**src/rtl/module_result_display_pkg.sv**
```systemverilog
// Shared types and seven-segment constants for the result display path.
// Segment codes are active-low, bit order {g,f,e,d,c,b,a}.
package pkg_display;

  typedef enum logic [1:0] {IDLE, CONV, DONE} disp_state_t;

  // Scratch BCD digits kept by the converter; enough for 65535.
  localparam int SCR_DIG = 5;

  localparam logic [6:0] SEG_0     = 7'h40;
  localparam logic [6:0] SEG_1     = 7'h79;
  localparam logic [6:0] SEG_2     = 7'h24;
  localparam logic [6:0] SEG_3     = 7'h30;
  localparam logic [6:0] SEG_4     = 7'h19;
  localparam logic [6:0] SEG_5     = 7'h12;
  localparam logic [6:0] SEG_6     = 7'h02;
  localparam logic [6:0] SEG_7     = 7'h78;
  localparam logic [6:0] SEG_8     = 7'h00;
  localparam logic [6:0] SEG_9     = 7'h10;
  localparam logic [6:0] SEG_DASH  = 7'h3F;
  localparam logic [6:0] SEG_BLANK = 7'h7F;

  function automatic logic [6:0] seg_decode(input logic [3:0] d);
    logic [6:0] s;
    case (d)
      4'd0:    s = SEG_0;
      4'd1:    s = SEG_1;
      4'd2:    s = SEG_2;
      4'd3:    s = SEG_3;
      4'd4:    s = SEG_4;
      4'd5:    s = SEG_5;
      4'd6:    s = SEG_6;
      4'd7:    s = SEG_7;
      4'd8:    s = SEG_8;
      4'd9:    s = SEG_9;
      default: s = SEG_BLANK;
    endcase
    return s;
  endfunction

endpackage

```
**src/rtl/module_result_display_if.sv**
```systemverilog
// Load/result handshake plus display pins of the result display block.
interface module_result_display_if #(
  parameter int WIDTH = 16,
  parameter int NDIG  = 4
);
  logic [WIDTH-1:0]  valor;
  logic              cargar;
  logic              ocupado;
  logic              listo_bcd;
  logic [4*NDIG-1:0] bcd;
  logic              overflow;
  logic [NDIG-1:0]   anodos;
  logic [6:0]        segmentos;

  modport slave (
    input  valor, cargar,
    output ocupado, listo_bcd, bcd, overflow, anodos, segmentos
  );

  modport master (
    output valor, cargar,
    input  ocupado, listo_bcd, bcd, overflow, anodos, segmentos
  );
endinterface

```
**src/rtl/module_result_display_bin2bcd_dd.sv**
```systemverilog
// Sequential binary-to-BCD converter (double dabble, one bit per clock).
// Results are published only in DONE, so bcd never exposes a partial conversion.
module module_bin2bcd_dd
  import pkg_display::*;
#(
  parameter int WIDTH = 16,
  parameter int NDIG  = 4
) (
  input  logic              i_clk,
  input  logic              i_rst_n,
  input  logic [WIDTH-1:0]  i_valor,
  input  logic              i_cargar,
  output logic [4*NDIG-1:0] o_bcd,
  output logic              o_overflow,
  output logic              o_ocupado,
  output logic              o_listo_bcd
);

  localparam int SCR_W = 4 * SCR_DIG;
  localparam int CNT_W = $clog2(WIDTH + 1);

  disp_state_t       r_state;
  logic [CNT_W-1:0]  r_cnt;
  logic [WIDTH-1:0]  r_sh;
  logic [SCR_W-1:0]  r_scr;
  logic [SCR_W-1:0]  w_adj;
  logic [4*NDIG-1:0] r_bcd;
  logic              r_ovf;
  logic              r_listo;

  // Per-digit add-3 correction; 4-bit adds, no carry between digits.
  function automatic logic [SCR_W-1:0] dd_adjust(input logic [SCR_W-1:0] s);
    logic [SCR_W-1:0] a;
    a = s;
    for (int i = 0; i < SCR_DIG; i++) begin
      if (s[4*i +: 4] >= 4'd5)
        a[4*i +: 4] = s[4*i +: 4] + 4'd3;
    end
    return a;
  endfunction

  assign w_adj = dd_adjust(r_scr);

  // p0: control FSM and published result
  always_ff @(posedge i_clk or negedge i_rst_n) begin
    if (!i_rst_n) begin
      r_state <= IDLE;
      r_cnt   <= '0;
      r_bcd   <= '0;
      r_ovf   <= 1'b0;
      r_listo <= 1'b0;
    end else begin
      r_listo <= 1'b0;
      case (r_state)
        IDLE: begin
          if (i_cargar) begin
            r_cnt   <= CNT_W'(WIDTH);
            r_state <= CONV;
          end
        end
        CONV: begin
          r_cnt <= r_cnt - 1'b1;
          if (r_cnt == CNT_W'(1))
            r_state <= DONE;
        end
        DONE: begin
          r_bcd   <= r_scr[4*NDIG-1:0];
          r_ovf   <= |(r_scr >> (4 * NDIG));
          r_listo <= 1'b1;
          r_state <= IDLE;
        end
        default: r_state <= IDLE;
      endcase
    end
  end

  // p0: shift/scratch datapath, reloaded on every accepted load
  always_ff @(posedge i_clk) begin
    if (r_state == IDLE && i_cargar) begin
      r_sh  <= i_valor;
      r_scr <= '0;
    end else if (r_state == CONV) begin
      r_scr <= {w_adj[SCR_W-2:0], r_sh[WIDTH-1]};
      r_sh  <= {r_sh[WIDTH-2:0], 1'b0};
    end
  end

  assign o_bcd       = r_bcd;
  assign o_overflow  = r_ovf;
  assign o_listo_bcd = r_listo;
  assign o_ocupado   = (r_state != IDLE);

endmodule

```
**src/rtl/module_result_display.sv**
```systemverilog
// Result display: converts the binary result to BCD and scans a
// common-anode multiplexed seven-segment display with leading-zero blanking.
module module_result_display
  import pkg_display::*;
#(
  parameter int WIDTH       = 16,
  parameter int NDIG        = 4,
  parameter int REFRESH_CYC = 50000,
  parameter int BLANK_LZ    = 1
) (
  input  logic                    clk,
  input  logic                    reset,
  module_result_display_if.slave  bus
);

  localparam int REF_W = (REFRESH_CYC > 1) ? $clog2(REFRESH_CYC) : 1;
  localparam int IDX_W = (NDIG > 1) ? $clog2(NDIG) : 1;

  logic [4*NDIG-1:0] w_bcd;
  logic              w_ovf;
  logic              w_ocupado;
  logic              w_listo;

  logic [REF_W-1:0]  r_ref;
  logic [IDX_W-1:0]  r_idx;
  logic [NDIG-1:0]   r_anodos;
  logic [6:0]        r_seg;

  logic [3:0]        w_dig;
  logic              w_blank;
  logic              w_hi_zero;
  logic [6:0]        w_seg;

  module_bin2bcd_dd #(
    .WIDTH (WIDTH),
    .NDIG  (NDIG)
  ) u_bin2bcd (
    .i_clk       (clk),
    .i_rst_n     (reset),
    .i_valor     (bus.valor),
    .i_cargar    (bus.cargar),
    .o_bcd       (w_bcd),
    .o_overflow  (w_ovf),
    .o_ocupado   (w_ocupado),
    .o_listo_bcd (w_listo)
  );

  // Walk from the top digit down so w_hi_zero means "this and all higher digits are 0".
  always_comb begin
    w_hi_zero = 1'b1;
    w_dig     = 4'd0;
    w_blank   = 1'b0;
    for (int i = NDIG - 1; i >= 0; i--) begin
      w_hi_zero = w_hi_zero && (w_bcd[4*i +: 4] == 4'd0);
      if (r_idx == IDX_W'(i)) begin
        w_dig   = w_bcd[4*i +: 4];
        w_blank = (BLANK_LZ != 0) && (i > 0) && w_hi_zero;
      end
    end
    if (w_ovf)
      w_seg = SEG_DASH;
    else if (w_blank)
      w_seg = SEG_BLANK;
    else
      w_seg = seg_decode(w_dig);
  end

  // p1: refresh timer, digit scan and registered display pins
  always_ff @(posedge clk or negedge reset) begin
    if (!reset) begin
      r_ref    <= '0;
      r_idx    <= '0;
      r_anodos <= '1;
      r_seg    <= SEG_BLANK;
    end else begin
      r_anodos <= ~(NDIG'(1) << r_idx);
      r_seg    <= w_seg;
      if (r_ref == REF_W'(REFRESH_CYC - 1)) begin
        r_ref <= '0;
        r_idx <= (r_idx == IDX_W'(NDIG - 1)) ? '0 : r_idx + 1'b1;
      end else begin
        r_ref <= r_ref + 1'b1;
      end
    end
  end

  assign bus.bcd       = w_bcd;
  assign bus.overflow  = w_ovf;
  assign bus.ocupado   = w_ocupado;
  assign bus.listo_bcd = w_listo;
  assign bus.anodos    = r_anodos;
  assign bus.segmentos = r_seg;

endmodule
```
**src/flat_wrapper.sv**
```systemverilog
// flat-port wrapper written by rule: the top's interface ports become plain ports
module module_result_display_flat import pkg_display::*;
#(
  parameter int WIDTH       = 16,
  parameter int NDIG        = 4,
  parameter int REFRESH_CYC = 50000,
  parameter int BLANK_LZ    = 1
)
  (clk, reset, bus_valor, bus_cargar, bus_ocupado, bus_listo_bcd, bus_bcd, bus_overflow, bus_anodos, bus_segmentos);
  module_result_display_if #(.WIDTH(WIDTH), .NDIG(NDIG)) bus_i ();
  input  logic clk;
  input  logic reset;
  input wire logic [$bits(bus_i.valor)-1:0] bus_valor;
  input wire logic [$bits(bus_i.cargar)-1:0] bus_cargar;
  output wire logic [$bits(bus_i.ocupado)-1:0] bus_ocupado;
  output wire logic [$bits(bus_i.listo_bcd)-1:0] bus_listo_bcd;
  output wire logic [$bits(bus_i.bcd)-1:0] bus_bcd;
  output wire logic [$bits(bus_i.overflow)-1:0] bus_overflow;
  output wire logic [$bits(bus_i.anodos)-1:0] bus_anodos;
  output wire logic [$bits(bus_i.segmentos)-1:0] bus_segmentos;
  assign bus_i.valor = bus_valor;
  assign bus_i.cargar = bus_cargar;
  assign bus_ocupado = bus_i.ocupado;
  assign bus_listo_bcd = bus_i.listo_bcd;
  assign bus_bcd = bus_i.bcd;
  assign bus_overflow = bus_i.overflow;
  assign bus_anodos = bus_i.anodos;
  assign bus_segmentos = bus_i.segmentos;
  module_result_display #(.WIDTH(WIDTH), .NDIG(NDIG), .REFRESH_CYC(REFRESH_CYC), .BLANK_LZ(BLANK_LZ)) u_core (.clk(clk), .reset(reset), .bus(bus_i));
endmodule
```
**config.mk**
```make
export PLATFORM = sky130hd
export DESIGN_NAME = module_result_display_flat
export DESIGN_NICKNAME = d
export VERILOG_FILES = /design/src/rtl/module_result_display_pkg.sv /design/src/rtl/module_result_display_if.sv /design/src/rtl/module_result_display_bin2bcd_dd.sv /design/src/rtl/module_result_display.sv /design/src/flat_wrapper.sv
export SDC_FILE = /design/constraint.sdc
export NUM_CORES = 1
export LEC_CHECK = 0
export ABC_AREA = 1
export CAP_MARGIN = 20
export CORE_UTILIZATION = 39
export DETAILED_ROUTE_END_ITERATION = 10
export PLACE_DENSITY = 0.64
export SLEW_MARGIN = 25
export SYNTH_ARGS = -nofsm -noshare
export SYNTH_HDL_FRONTEND = slang
export SYNTH_SLANG_ARGS = --single-unit
```
**constraint.sdc**
```tcl
create_clock -name clk -period 4.8 [get_ports clk]
set_clock_uncertainty 0.15 [all_clocks]
set_input_delay 0.96 -clock clk [delete_from_list [all_inputs] [get_ports clk]]
set_output_delay 0.96 -clock clk [all_outputs]
set_load 0.01 [all_outputs]
```
Word-level counts from Yosys, hierarchy flattened
Memories as Yosys holds them, arrays and structs flattened. Cells that the tools add are included.

Bits in registers: 90. Bits in latches: 0. Memory bits (writable): 0. ROM bits: 112. Bits of input ports: 19. Output and inout port bits: 30. Word-level logic and storage cells: 75. Memories kept: 1.

Memories: (name not given) (depth 16, bits a word 7, rd ports 1, clocked after Yosys merged registers in 0, wr ports 0, RTL line module_result_display_pkg.sv:25) `case (d)`.

Add/sub/neg operators: 8. Multipliers: 0. Divide/modulo/power cells: 0. Magnitude comparators: 5. Equal/unequal tests: 9. Shift operators: 1. Mux-type cells: 25. Bitwise logic cells: 1. Reduce and logical (&&, ||, !) cells: 14.

Operator list (number): 2-to-1 mux 16 bit (3); 2-to-1 mux 4 bit (8); greater-or-equal comparator 4 x 3 -> 1 bit (second input constant) (5); adder 16 x 1 -> 16 bit (second input constant) (1); adder 4 x 2 -> 4 bit (second input constant) (4); == test 16 bit (second input constant) (1); 2-to-1 mux 7 bit (2); zero test 4 bit (3); one-hot mux 5 bit (2 select lines) (1); == test 2 bit (second input constant) (3); 2-to-1 mux 2 bit (3); nonzero test 2 bit (3); == test 5 x 1 -> 1 bit (second input constant) (1); 2-to-1 mux 1 bit (5); 2-to-1 mux 5 bit (1); subtractor 5 x 1 -> 5 bit (second input constant) (1); == test 2 x 1 -> 1 bit (second input constant) (2); zero test 2 bit (2); != test 2 bit (second input constant) (2); inverter 4 bit (1); one-hot mux 2 bit (2 select lines) (1); AND reduction 2 bit (2); OR reduction 4 bit (1); << shifter 1 x 2 -> 4 bit (first input constant) (1); 4 further kinds (6).

Logic depth before layout (Yosys ltp)
Gate-level depths: netlist of run 1. An unclocked memory read counts as a cell.

Depth after elaboration: 8. Depth in mapped cells: 13. Mapped depth without buffers: 13.

Modules after synthesis
A second synthesis of run 1 with hierarchy kept.

Cells, all modules: 556. Area total of the unflattened synthesis: 4480.5 um^2.

By module, submodules not included: module_bin2bcd_dd (times used 1, cells each 345, area each 2832.7 um^2, seq. area each 1506.4 um^2); module_result_display (times used 1, cells each 211, area each 1647.8 um^2, seq. area each 739.5 um^2).

Worst setup path after synthesis of run 1
OpenSTA, ideal clock, no wires.

Kind: reg-to-reg. From: reg u_core.r_idx[0]. To: reg u_core.r_seg[3], in the netlist u_core.bus.segmentos[3]. Setup time: 60 ps. Arrival: 1852 ps. Required time: 4590 ps. Path slack: 2737 ps. Stages on the path, launching flop included: 12. Path buffers: 0. Period minus slack after synthesis: 2063 ps. Cell sequence: dfrtp_1 -> inv_1 -> ha_1 -> nor2_1 -> nand2_1 -> nand3_2 -> nand2_2 -> ha_1 -> or2_1 -> nand2_1 -> nand2_1 -> nand2_1.

Word-level cells in the longest chain between the ends: 8. Elaborated cells between the ends (all ways): 15. Those cells by class: eq/ne: 3; mux: 10; reduce/logical: 1; memory: 1.

Ends and longest elaborated chain: from (decl) (RTL line module_result_display.sv:25) `logic [IDX_W-1:0] r_idx;`; from (signal assigned) (RTL line module_result_display.sv:80) `r_idx <= (r_idx == IDX_W'(NDIG - 1)) ? '0 : r_idx + 1'b1;`; == test 2 bit (RTL line module_result_display.sv:55) `if (r_idx == IDX_W'(i)) begin`; 2-to-1 mux 4 bit (4 in a row) (RTL line module_result_display.sv:55); memory (16 x 7 bit); 2-to-1 mux 7 bit (*) (RTL line module_result_display.sv:62) `else if (w_blank)`; 2-to-1 mux 7 bit (*) (RTL line module_result_display.sv:60) `if (w_ovf)`; named net u_core.w_seg[3] (RTL line module_result_display.sv:32) `logic [6:0] w_seg;`; to (signal assigned) (RTL line module_result_display.sv:77) `r_seg <= w_seg;`; to (decl) (RTL line module_result_display.sv:27) `logic [6:0] r_seg;`.

Mark *: on every way through the listed nets, which the timed path passes. The rest lies on a longest branch. A chain may end at the register's enable or synchronous reset.

Worst setup path after layout of run 1
From: in bus_cargar. To: reg u_core.u_bin2bcd.r_sh[2] (enable).

Word-level cells in the longest chain between the ends: 2.

Ends and longest elaborated chain: from (decl) (RTL line flat_wrapper.sv:14) `input wire logic [$bits(bus_i.cargar)-1:0] bus_cargar;`; logical AND 1 bit (RTL line module_result_display_bin2bcd_dd.sv:79) `if (r_state == IDLE && i_cargar) begin`; nonzero test 2 bit (no line); to (signal assigned) (RTL line module_result_display_bin2bcd_dd.sv:80) `r_sh <= i_valor;`; to (signal assigned) (RTL line module_result_display_bin2bcd_dd.sv:84) `r_sh <= {r_sh[WIDTH-2:0], 1'b0};`; to (decl) (RTL line module_result_display_bin2bcd_dd.sv:24) `logic [WIDTH-1:0] r_sh;`.

No other way between the ends.

==> results of run 1 <==
synthesized netlist by cell type, drive strengths merged:
library cell	count	area share, %
or2	3	0.49
o22ai	3	0.43
nor2	39	3.6
and3	1	0.14
edfxtp	16	11
a21oi	24	2.8
nand4	8	1.2
o21ai	64	7.5
dfxtp	20	9.3
nand3b	1	0.17
nor4	1	0.29
dfstp	11	6.7
nor3b	1	0.17
nor3	4	0.58
buf	2	0.23
nand3	33	4.3
dfrtp	43	25
clkbuf	9	0.78
clkinv	1	0.087
ha	19	5.5
inv	66	5.7
xor2	10	2.0
o211ai	1	0.17
nand2	132	12
a31oi	1	0.14
cells by family (layout without fill, tap and decap cells):
family          after synthesis  count (layout)
xor+xnor                     10              10
fa+ha+maj                    19              19
compound gates               93              93
simple gates                223             223
flops                        90              90
buf+inv                      78             133
flip-flops by register name (all words and copies together) (netlist names):
register                      count
u_core.u_bin2bcd.r_state          2
u_core.u_bin2bcd.o_overflow       1
u_core.r_ref                     16
u_core.u_bin2bcd.r_sh            16
u_core.u_bin2bcd.o_bcd           16
u_core.u_bin2bcd.o_listo_bcd      1
u_core.r_idx                      2
u_core.bus.segmentos              7
u_core.bus.anodos                 4
u_core.u_bin2bcd.r_scr           20
u_core.u_bin2bcd.r_cnt            5
critical path: stages:
cell and delay [ns]:
clkdlybuf4s50_1 0.45, nand2_1 0.38, nand2_1 0.63, buf_4 0.34
area by class of cell:
cell class / count / area [µm²]
well taps: 140 / 175
multi-input cells: 345 / 1780
clock inverters: 2 / 10.0
inverters: 67 / 251
repair buffers: 50 / 490
fillers: 1077 / 5710
clock buffers: 14 / 174
flip-flops and latches: 90 / 2250
metrics by stage:
stage                     area, µm²  instances  setup WS [ns]
after floorplan                4330        513           2.74
after global placement         4950        692           1.57
after detailed placement       4950        692           1.49
after CTS                      5130        708           1.88
after global routing           5130        708           1.76
final                          5130        708           1.92
metal layers:
| metal | up-vias | track usage (%) |
|---|---|---|
| met1 | 1577 | 21.5 |
| met5 | - | 0 |
| li1 | 1762 | - |
| met4 | 0 | 6.95 |
| met3 | 11 | 2.91 |
| met2 | 87 | 25.3 |
worst max path at each step:
stage	from	end	slack, ns
2_1_floorplan	u_core.r_idx[0]	u_core.bus.segmentos[3]	2.74
3_3_place_gp	bus_cargar	u_core.u_bin2bcd.r_sh[3]	1.57
3_5_place_dp	bus_cargar	u_core.u_bin2bcd.r_sh[2]	1.49
4_1_cts	bus_cargar	u_core.u_bin2bcd.r_sh[2]	1.88
5_1_grt	bus_cargar	u_core.u_bin2bcd.r_sh[2]	1.76
6_report	bus_cargar	u_core.u_bin2bcd.r_sh[2]	1.92
where the power goes:
group | total [W] | internal (W) | switching, W
clock network | 0.000491 | 0.000233 | 0.000257
logic | 0.000952 | 0.000388 | 0.000564
registers | 0.00121 | 0.00106 | 0.000151
placed cells by master, fill, tap and decap left out, types with 2 or more instances in the layout:
master / netlist / routed
o22ai_1: 3 / 3
nor2_1: 38 / 38
clkinv_2: 0 / 2
nand2_1: 128 / 128
ha_1: 19 / 19
inv_1: 60 / 60
xor2_1: 10 / 10
dfrtp_1: 43 / 43
nand2_2: 3 / 3
dfstp_2: 11 / 11
nor3_1: 3 / 3
edfxtp_1: 16 / 16
dfxtp_1: 20 / 20
nand3_1: 30 / 30
clkbuf_8: 0 / 10
nand3_2: 2 / 2
clkdlybuf4s50_1: 0 / 47
buf_4: 0 / 2
clkbuf_1: 9 / 3
inv_2: 6 / 6
nand4_1: 8 / 8
o21ai_0: 63 / 63
a21oi_1: 24 / 24
==> key figures, run 1 <==
Timing
  – Final Hold Viols: 0
  – Unrepaired setup endpoints after global routing: false
  – Fin Setup TNS: 0 ns
  – Fin crit share: between 50% and 60%
  – Min cycle time layout: 2.88 ns
  – Slew Limit Fails: 0
  – Slew headroom: 51.5%
  – Fmax: between 300 and 400 MHz
  – Hold_ws: just over 0.3 ns
  – Least-Margin Pin Slew: just over 0.7 ns
  – Final setup violation count: 0

Placement
  – IO buf count: 48
  – Detailed Place HPWL: 6080 µm
  – Routability cong.: 0.881

Die
  – Core region area: 0.0108 mm²
  – Die height: 107 µm
  – Io pins: just under 50
  – Initial Utilization: 39.9%
  – Die Area: 0.0115 mm²
  – Die W: 107 µm
  – Row cnt: 38

Logic synthesis
  – Warnings from Yosys: 0
  – Post-synthesis simple-gate area fraction: 22.7%
  – Multiplexer share of the synthesized area: 0%
  – Adder-cell share of the synthesized area: between 5 and 6%
  – Sequential area share after synthesis: 51.9%
  – Synth unique cells: 35
  – Syn_nets: 551
  – Mean area per synthesized cell: 8.43 µm²
  – Synthesis-stage register bit count: 90
  – XOR/XNOR Fraction of Synth Area: ~2%
  – Largest family of logic cells by synthesized area: simple AND/OR/NAND/NOR gates
  – Post-Syn Instances: 513
  – Complex-gate fraction of the synthesized area: 11.0%
  – Mapped cell area: 0.00433 mm²

Global route
  – Pin count of the biggest net entering global routing: 55
  – Initial antenna violation count: 0
  – Congestion Overflow GR: 0
  – First-pass GRT wire length: 14700 µm
  – Vias in the first global route: 3229
  – Overall routing resource usage: 16.0%

Final layout
  – Layout area overhead: 18.6%
  – Diode count: 0
  – Nets: around 600
  – Share of cells above drive strength 1: 7.92%
  – Util after Layout: 47.3%

Drt
  – Vias/cell: 4.85
  – 1st-iter DRT viols: 172
  – DR WL/cell: 12.1 µm
  – Vias: between 3000 and 4000
  – Routed Antenna Nets: 0
  – Drt drc: 0
  – WL final: 8540 µm
  – WL met2: 3780 µm
  – Routed wl met3: approximately 380 µm
  – Initial DRT Pass Iterations: 4
  – WL met1: 4220 µm
  – Top routing layer used: met4

Worst hold path
  – Hold Crit Class: flip-flop to flip-flop
  – Hold path depth: 2
  – Hold Crit Endpoint: u_core.u_bin2bcd.r_scr[0]
  – HP Start: u_core.u_bin2bcd.r_sh[15]

Worst setup path
  – Reg2Reg Depth: 4
  – Crit start category: primary input
  – Critical path arrival: 2.78 ns
  – R2R setup slack: 2.35 ns
  – FF-to-FF Start: u_core.u_bin2bcd.r_state[0]
  – Crit path kind: primary input to flip-flop
  – Reg2Reg Capture Point: u_core.u_bin2bcd.r_sh[2]
  – Worst-path fanout max: 22
  – Worst Path Required: 4.70 ns
  – CP Capture Type: flip-flop

Clock tree
  – Maximum level of the CTS H-tree: 3
  – Reg clk slew, reported paths: roughly 0.08 ns
  – CTS Hold Bufs: 0
  – CTS resizes: 0
  – Worst-Skew Late Latency: 0.36 ns
  – Post-CTS Setup Bufs: 0
  – Num CTS Buffers: 9
  – Root Driver: clkbuf_8
  – CTS tree: yes
  – Max clock buf depth: 2
  – # clock sinks: 90

Pwr
  – Leak pwr: roughly 2.3 nW
  – Max VDD drop: 0.231 mV
  – PD cells: 517 mW/mm²
  – Total power: 0.00265 W

Status
  – Status: completed

Flow run
  – Max cap viols: 0
Power figures use the tool's default switching activity.
==> run 2, diff against run 1 <==
Settings changed: PLACE_DENSITY 0.64 to 0.66.
Clock period 4.8 ns to 2.3 ns, I/O delays scaled along.
==> key figures, run 2 (synthesized netlist as in run 1, its figures left out) <==
Clock tree
  – Reg clk slew, reported paths: 0.09 ns (was 0.08 ns)
  – Maximum level of the CTS H-tree: 3 (unchanged)
  – Max clock buf depth: 2 (unchanged)
  – # clock sinks: 90 (unchanged)
  – Worst-Skew Late Latency: 0.37 ns (was 0.36 ns)
  – Post-CTS Setup Bufs: 0 (unchanged)
  – CTS tree: yes (unchanged)
  – Root Driver: clkbuf_8 (unchanged)
  – Num CTS Buffers: 9 (unchanged)

Drt
  – Initial DRT Pass Iterations: 4 (unchanged)
  – Routed Antenna Nets: 0 (unchanged)
  – Vias/cell: 4.84 (was 4.85)
  – DR WL/cell: 12.3 µm (was 12.1 µm)
  – Vias: 3458 (was 3437)
  – WL final: 8800 µm (was 8540 µm)
  – 1st-iter DRT viols: 186 (was 172)
  – Drt drc: 0 (unchanged)

Status
  – Status: completed (unchanged)

Placement
  – Placed Area: 0.00500 mm² (was 0.00495 mm²)
  – IO buf count: 48 (unchanged)
  – Detailed Place HPWL: 6400 µm (was 6080 µm)
  – Routability cong.: 0.846 (was 0.881)

Worst setup path
  – Worst Path Required: 2.46 ns (was 4.70 ns)
  – CP Capture Type: flip-flop (unchanged)
  – Critical path arrival: 2.32 ns (was 2.78 ns)
  – Worst-path fanout max: 7 (was 22)
  – Crit path kind: flip-flop to flip-flop (was primary input to flip-flop)
  – Crit start category: flip-flop (was primary input)

Final layout
  – Layout area overhead: 21.5% (was 18.6%)
  – Max reg flops: 20 (unchanged)
  – Nets: 608 (was 601)
  – Share of cells above drive strength 1: 10.4% (was 7.92%)
  – Fillcell total: 1062 (was 1077)
  – Final Instance Area: 0.00526 mm² (was 0.00513 mm²)
  – Most common cell after layout, fill and taps aside: nand2_1 (unchanged)
  – Util after Layout: 48.5% (was 47.3%)
  – Commonest cells after routing, fill and taps aside: 128 x nand2_1, 63 x o21ai_0, 58 x inv_1 (was 128 x nand2_1, 63 x o21ai_0, 60 x inv_1)
  – Diode count: 0 (unchanged)
  – Largest register by flop count: u_core.u_bin2bcd.r_scr (unchanged)

Die
  – Core region area: 0.0108 mm² (unchanged)
  – Die Area: 0.0115 mm² (unchanged)
  – Die W: 107 µm (unchanged)
  – Die height: 107 µm (unchanged)
  – Row cnt: 38 (unchanged)
  – Io pins: 49 (unchanged)
  – Initial Utilization: 39.9% (unchanged)

Timing
  – Least-Margin Pin Slew: 0.718 ns (was 0.727 ns)
  – Final setup violation count: 0 (unchanged)
  – Final Hold Viols: 0 (unchanged)
  – Fmax: 463 MHz
  – Fin crit share: 94.0%
  – Slew Limit Fails: 0 (unchanged)
  – Slew headroom: 52.1% (was 51.5%)
  – Min cycle time layout: 2.16 ns

Pwr
  – Max VDD drop: 0.573 mV (was 0.231 mV)
  – Total power: 0.00565 W (was 0.00265 W)
  – Leak pwr: 2.37 nW (was 2.34 nW)
  – PD cells: 1080 mW/mm² (was 517 mW/mm²)

Global route
  – Congestion Overflow GR: 0 (unchanged)
  – Pin count of the biggest net entering global routing: 55 (unchanged)
  – Vias in the first global route: 3318 (was 3229)
  – Initial antenna violation count: 0 (unchanged)
  – First-pass GRT wire length: 15200 µm (was 14700 µm)
  – Overall routing resource usage: 17.0% (was 16.0%)

Worst hold path
  – Hold Crit Class: flip-flop to flip-flop (unchanged)

Flow run
  – Max cap viols: 0 (unchanged)
[run 2: cell types whose count changed in the layout (fill, tap and decap cells not counted), sizes merged]
cell,change
buf,+6
clkbuf,-4
clkinvlp,+3
bufinv,+1
clkinv,-1
dlygate4sd3,+1
inv,+1
[run 2: path summary, 6_finish.rpt]
path                                           end  cells after the start       startpoint  slack (ns)
max                        u_core.bus.segmentos[3]                     12  u_core.r_idx[0]        0.14
min                                u_core.r_ref[0]                      1  u_core.r_ref[0]        0.31
max reg2reg                u_core.bus.segmentos[3]                     12  u_core.r_idx[0]        0.14
min reg2reg                        u_core.r_ref[0]                      1  u_core.r_ref[0]        0.31
max in group asynchronous     u_core.bus.anodos[0]                      3            reset        1.24
min in group asynchronous          u_core.r_ref[7]                      3            reset        0.46
[run 2: layer usage]
metal  vias up  share of wire [%]  track usage, %  wire, µm
met5         -                  0               0         0
met4         0               0.86            5.68        76
met3         8                5.5            5.57       487
met2        88                 46            27.3      4070
met1      1591                 47            21.4      4160
li1       1771                  -               -         -
[run 2: layout make-up]
type	count	area [µm²]	area share [%]
clock inverter	6	66.3	1.26
clock buffer	10	128	2.43
tap	140	175	3.33
inverter	67	251	4.79
sequential	90	2250	42.8
timing repair buffer	57	558	10.6
multi-input combinational	345	1830	34.8
[run 2: report_power, final]
part / internal, W / switching, W
clock: 0.000504 / 0.000562
combinational: 0.000856 / 0.00121
sequential: 0.00221 / 0.000317
[run 2: worst max-delay path, cell delays in order, from the launching register on]
cell and delay [ns]:
dfrtp_2 0.45, inv_2 0.14, ha_4 0.21, nor2_4 0.06, nand3_1 0.08, nand3_1 0.09, nand2_1 0.14, inv_2 0.07
ha_1 0.30, or2_1 0.23, nand2_1 0.07, nand2_1 0.05, nand2_1 0.07
[run 2: what timing repair did]
item	4_1_cts	5_1_grt
resized for setup	1	10
hold buffers	1	0
gates cloned	0	0
setup endpoints to repair	1	2
hold endpoints to repair	43	0
[run 2: per-stage QoR]
step	std cells	hold slack (ns)	worst slack, ns	TNS [ns]
detailed placement	698	0.308	0.0173	0
floorplan	513	0.0144	0.237	0
global route	715	0.345	-0.00928	-0.00928
finish	715	0.315	0.139	0
CTS	715	0.319	0.0437	0
global placement	698	0.301	0.145	0
==> run 3, diff against run 2 <==
Settings changed: GPL_ROUTABILITY_DRIVEN from default to 0.
==> results of run 3 <==
Final layout, timing and power as in run 2 (identical DEF).
